--- config.mk ---
export PLATFORM = sky130hd
export DESIGN_NAME = addsub_arbiter
export DESIGN_NICKNAME = d
export VERILOG_FILES = /design/src/rtl/addsub_pkg.sv /design/src/rtl/addsub_unit.sv /design/src/rtl/addsub_arbiter.sv
export SDC_FILE = /design/constraint.sdc
export NUM_CORES = 1
export LEC_CHECK = 0
export BUFFER_PORTS_ARGS = -buffer_cell sky130_fd_sc_hd__buf_4
export CORE_MARGIN = 2
export CORE_UTILIZATION = 52
export CTS_CLUSTER_SIZE = 30
export DETAILED_ROUTE_END_ITERATION = 10
export PLACE_DENSITY = 0.94
export SYNTH_ARGS = -nofsm -noshare
export SYNTH_HDL_FRONTEND = slang
export SYNTH_SLANG_ARGS = --single-unit
--- constraint.sdc ---
create_clock -name clk -period 5.2 [get_ports clk]
set_input_delay 0.52 -clock clk [delete_from_list [all_inputs] [get_ports clk]]
set_output_delay 0.52 -clock clk [all_outputs]
set_load 0.05 [all_outputs]
--- src/rtl/addsub_pkg.sv ---
// rtl/addsub_pkg.sv - shared FSM encoding, opcodes and default width for the add/sub arbiter
package addsub_pkg;

    typedef enum logic [1:0] {
        IDLE = 2'd0,
        EXEC = 2'd1,
        RESP = 2'd2
    } state_t;

    localparam logic OP_ADD = 1'b0;
    localparam logic OP_SUB = 1'b1;

    localparam int DEFAULT_WIDTH = 4;

endpackage

--- src/rtl/addsub_unit.sv ---
// rtl/addsub_unit.sv - combinational WIDTH-bit add/sub with carry/borrow flag
//   i_sel    : OP_ADD (a+b) or OP_SUB (a-b)
//   i_a, i_b : unsigned operands
//   o_result : result modulo 2^WIDTH
//   o_flag   : carry-out for add, borrow (a<b) for sub
module addsub_unit
    import addsub_pkg::*;
#(
    parameter int WIDTH = DEFAULT_WIDTH
) (
    input  logic             i_sel,
    input  logic [WIDTH-1:0] i_a,
    input  logic [WIDTH-1:0] i_b,
    output logic [WIDTH-1:0] o_result,
    output logic             o_flag
);

    logic [WIDTH:0] w_wide;

    // The extra top bit is the carry for add; for sub the zero-extended
    // difference wraps negative exactly when a<b, so the same bit is the borrow.
    always_comb begin
        w_wide = '0;
        if (i_sel == OP_SUB) begin
            w_wide = {1'b0, i_a} - {1'b0, i_b};
        end else begin
            w_wide = {1'b0, i_a} + {1'b0, i_b};
        end
    end

    assign o_result = w_wide[WIDTH-1:0];
    assign o_flag   = w_wide[WIDTH];

endmodule

--- src/rtl/addsub_arbiter.sv ---
// rtl/addsub_arbiter.sv - two-requester arbiter feeding one add/sub unit (IDLE/EXEC/RESP)
//   clk, rst_n          : clock, asynchronous active-low reset
//   en                  : global accept enable
//   reqN_valid/ready    : request handshake, N=0,1 (ready combinational in IDLE)
//   reqN_sel/a/b        : operation (0=add, 1=sub) and operands
//   rsp_valid/ready     : response handshake
//   rsp_id/data/flag    : owner, result, carry/borrow
//   Macro ROUND_ROBIN_EN: alternate grants on contention; otherwise req0 has fixed priority.
module addsub_arbiter
    import addsub_pkg::*;
#(
    parameter int WIDTH = DEFAULT_WIDTH
) (
    input  logic             clk,
    input  logic             rst_n,
    input  logic             en,
    input  logic             req0_valid,
    output logic             req0_ready,
    input  logic             req0_sel,
    input  logic [WIDTH-1:0] req0_a,
    input  logic [WIDTH-1:0] req0_b,
    input  logic             req1_valid,
    output logic             req1_ready,
    input  logic             req1_sel,
    input  logic [WIDTH-1:0] req1_a,
    input  logic [WIDTH-1:0] req1_b,
    output logic             rsp_valid,
    input  logic             rsp_ready,
    output logic             rsp_id,
    output logic [WIDTH-1:0] rsp_data,
    output logic             rsp_flag
);

    state_t           r_state;
    logic             r_sel;
    logic [WIDTH-1:0] r_a;
    logic [WIDTH-1:0] r_b;
    logic             r_id;
    logic             r_rsp_valid;
    logic             r_rsp_id;
    logic [WIDTH-1:0] r_rsp_data;
    logic             r_rsp_flag;

    logic             w_accept;
    logic             w_pick1;
    logic [WIDTH-1:0] w_result;
    logic             w_flag;

`ifdef ROUND_ROBIN_EN
    logic             r_last_grant;
    // On contention favour whichever requester did not win last time.
    assign w_pick1 = req1_valid & (~req0_valid | ~r_last_grant);
`else
    assign w_pick1 = req1_valid & ~req0_valid;
`endif

    // rst_n gates ready so nothing looks accepted while reset is held.
    assign w_accept   = rst_n & en & (r_state == IDLE) & (req0_valid | req1_valid);
    assign req0_ready = w_accept & ~w_pick1;
    assign req1_ready = w_accept &  w_pick1;

    addsub_unit #(.WIDTH(WIDTH)) u_unit (
        .i_sel    (r_sel),
        .i_a      (r_a),
        .i_b      (r_b),
        .o_result (w_result),
        .o_flag   (w_flag)
    );

    always_ff @(posedge clk or negedge rst_n) begin
        if (!rst_n) begin
            r_state      <= IDLE;
            r_sel        <= OP_ADD;
            r_a          <= '0;
            r_b          <= '0;
            r_id         <= 1'b0;
            r_rsp_valid  <= 1'b0;
            r_rsp_id     <= 1'b0;
            r_rsp_data   <= '0;
            r_rsp_flag   <= 1'b0;
`ifdef ROUND_ROBIN_EN
            r_last_grant <= 1'b1;
`endif
        end else begin
            case (r_state)
                IDLE: begin
                    if (w_accept) begin
                        r_sel   <= w_pick1 ? req1_sel : req0_sel;
                        r_a     <= w_pick1 ? req1_a   : req0_a;
                        r_b     <= w_pick1 ? req1_b   : req0_b;
                        r_id    <= w_pick1;
`ifdef ROUND_ROBIN_EN
                        r_last_grant <= w_pick1;
`endif
                        r_state <= EXEC;
                    end
                end
                EXEC: begin
                    r_rsp_data  <= w_result;
                    r_rsp_flag  <= w_flag;
                    r_rsp_id    <= r_id;
                    r_rsp_valid <= 1'b1;
                    r_state     <= RESP;
                end
                RESP: begin
                    if (rsp_ready) begin
                        r_rsp_valid <= 1'b0;
                        r_state     <= IDLE;
                    end
                end
                default: begin
                    r_rsp_valid <= 1'b0;
                    r_state     <= IDLE;
                end
            endcase
        end
    end

    assign rsp_valid = r_rsp_valid;
    assign rsp_id    = r_rsp_id;
    assign rsp_data  = r_rsp_data;
    assign rsp_flag  = r_rsp_flag;

endmodule

==> flow_metrics.tcl <==
set metrics [dict create \
    status "completed" \
    drt_iter0_markers 4 \
    worst_pin_slew_ps 828.0 \
    antenna_left 0 \
    drv_cap 0 \
    die_y_microns 48.23 \
    port_buffers 32 \
    powerDensity_nw_per_um2 493.8 \
    finalCriticalPeriod_ps 2427 \
    drive_gt1_share_pct 31.30 \
    slew_violations 0 \
    grt_overflow_total 0 \
    synth.avg_cell_area_sq_um 10.28 \
    grt_pass1_wl_mm 3.318 \
    pre_cts_slack_ps 2842 \
    cp-startpoint "r_state[0]$_DFFE_PN0P_" \
    cts_resized 0 \
    cp_max_fo 22 \
    peakVddDrop_uv 266.1 \
    core_sq_um 1783 \
    clock_tree.root_cell "clkbuf_4" \
    worst-path-stages 4 \
    ys_seq_elements 19 \
    cts.htree.levels 1 \
    diodes 0 \
    avgRoutedWirePerCell_microns 13.01 \
    switching_share_pct 43.55 \
    die_x_microns 48.23 \
    power_frac_seq_pct 35.4 \
    synth_nets 129 \
    yosys_warnings 0 \
    synthDistinctLibCells 23 \
    final_nets 162 \
    hold_buffers 0 \
    switching_power_mw 0.2787 \
    fin_util_pct 72.70 \
    finalHoldViolCount 0 \
    clockPowerShare_pct 12.0 \
    syn2layout_area_growth_pct 27.43 \
    path_buf_inv 1 \
    routed_wl_mm 2.030 \
    max_freq_ghz 0.4121 \
    rr_endpoint "rsp_data[3]$_DFFE_PN0P_" \
    critPathTopFamily "simple AND/OR/NAND/NOR gates" \
    track_usage_pct 21.55 \
    rows 15 \
    pwr-share-comb_pct 52.6 \
    place_hpwl_mm 1.607 \
    antenna_found_initial 0 \
    p_leak_nw 0.6492 \
    globalplace.congestion 0.7924 \
    yosysSeqAreaShare_pct 46.74 \
    reg2reg_from "r_b[0]$_DFFE_PN0P_" \
    setup_viol 0 \
    internal_power_mw 0.3613 \
    io_pins 33 \
    critical_path.endpoint "req1_ready" \
    crit_chain "nor2_1 > o2111ai_2 > nor2b_1 > buf_4" \
    required_ps 4680 \
    synth_cells 99 \
    final.setup.tns_ps 0 \
    fin_ws_ps 2773 \
    drt_drc_violations_left 0 \
    regToRegSetupSlack_ps 3070 \
    vias_per_cell 5.269 \
    layout_commonest_cell "buf_4" \
    arrival_ps 1910 \
    vias 822 \
    tritoncts "done" \
    instances_no_fill 156 \
    path_class "reg2out" \
    rsz0062_at_grt "no" \
    reg2reg_depth 8 \
    place_inst 152 \
    die_area_sq_um 2326 \
    grt_max_degree 23 \
    grt_pass1_vias 790 \
    post-cts-setup-buffers 0 \
    timing.slew.headroom_pct 44.80 \
    clk_pin_slew_ps 110 \
    finalPower_mw 0.6401 \
    syn_area_sq_um 1017 \
    worst_setup_path_start_kind "flip-flop" \
    fin_skew_ps 7.022 \
    cp_slowest_cell "o2111ai_2" \
    crit_path_end_kind "output pin" \
    clk_latency_ps 300 \
    dr.pass1.iters 4 \
    crit_path_max_incr_delay_ps 450 \
    cts_made_buffers 3 \
    initial_core_util_pct 57.05 \
    cts.sinks 19 \
    mostFrequentLayoutCells "buf_4, dfrtp_1, nand2_1, mux2i_1, o21ai_1" \
    holdCritPathClass "in2async" \
    cts_buffer_depth 2 \
    fin_crit_sh_pct 46.67 \
]
==> synth_stat cells, drive strengths merged <==
master | count | area [sq um]
a21o | 2 | 15.01
a21oi | 2 | 10.01
buf | 4 | 22.52
dfrtp | 19 | 475.5
fa | 1 | 20.02
ha | 5 | 62.56
inv | 5 | 18.77
mux2 | 2 | 26.27
mux2i | 10 | 100.1
nand2 | 15 | 56.30
nand2b | 1 | 6.260
nor2 | 6 | 22.52
nor2b | 3 | 21.27
nor3 | 2 | 10.01
o2111ai | 1 | 15.01
o21a | 3 | 22.52
o21ai | 13 | 65.06
o31ai | 1 | 12.51
xnor2 | 4 | 35.03
==> flip-flops by register name, summed over array words and instances, names as in the netlist <==
signal     count
rsp_data       4
r_state        2
r_b            4
rsp_flag       1
rsp_id         1
r_a            4
r_sel          1
r_id           1
rsp_valid      1
==> area by class of cell <==
| type | count | area (sq um) |
|---|---|---|
| Clock buffer | 3 | 22.52 |
| Inverter | 5 | 18.77 |
| Timing Repair Buffer | 32 | 240.2 |
| Tap cell | 25 | 31.28 |
| Fill cell | 120 | 486.7 |
| Multi-Input combinational cell | 71 | 500.5 |
| Sequential cell | 19 | 475.5 |
| Clock inverter | 1 | 7.507 |
==> through the flow <==
step / area (sq um) / hold slack (ps)
after global routing: 1296 / 76.09
after global placement: 1266 / 402.9
after detailed placement: 1266 / 409.1
after CTS: 1296 / 69.79
final: 1296 / 71.29
after floorplan: 1017 / 224.4
==> how the worst min path moves through the flow <==
stage	start	endpoint	slack, ps
6_report	rst_n	rsp_valid$_DFFE_PN0P_	70
2_1_floorplan	rst_n	r_a[0]$_DFFE_PN0P_	220
3_3_place_gp	rst_n	rsp_valid$_DFFE_PN0P_	400
3_5_place_dp	rst_n	rsp_valid$_DFFE_PN0P_	410
4_1_cts	rst_n	rsp_valid$_DFFE_PN0P_	70
5_1_grt	rst_n	rsp_valid$_DFFE_PN0P_	80
==> power groups by stage <==
stage	Sequential, mW	Clock (mW)	Combinational, mW
2_1_floorplan	0.306	0	0.166
3_3_place_gp	0.225	0	0.322
3_5_place_dp	0.230	0	0.338
4_1_cts	0.228	0.0782	0.340
5_1_grt	0.233	0.0847	0.368
6_report	0.227	0.0770	0.337
==> kinds of logic after synthesis <==
family,after synthesis,share of synthesized area [%]
and+or+nand+nor,27,11.44
AOI/OAI and AO/OA,22,13.77
DFF,19,46.74
muxes,12,12.42
buffers and inverters,9,4.059
adders and majority gates,6,8.118
xor gates and xnor gates,4,3.444
==> per-layer routing <==
metal	up-vias	track usage [%]	routed length, microns
li1	399	-	-
met1	396	24.48	797
met2	23	38.42	1124
met3	4	3.333	69
met4	0	11.35	38
met5	-	0	0
(Power assumes the default switching activity.)
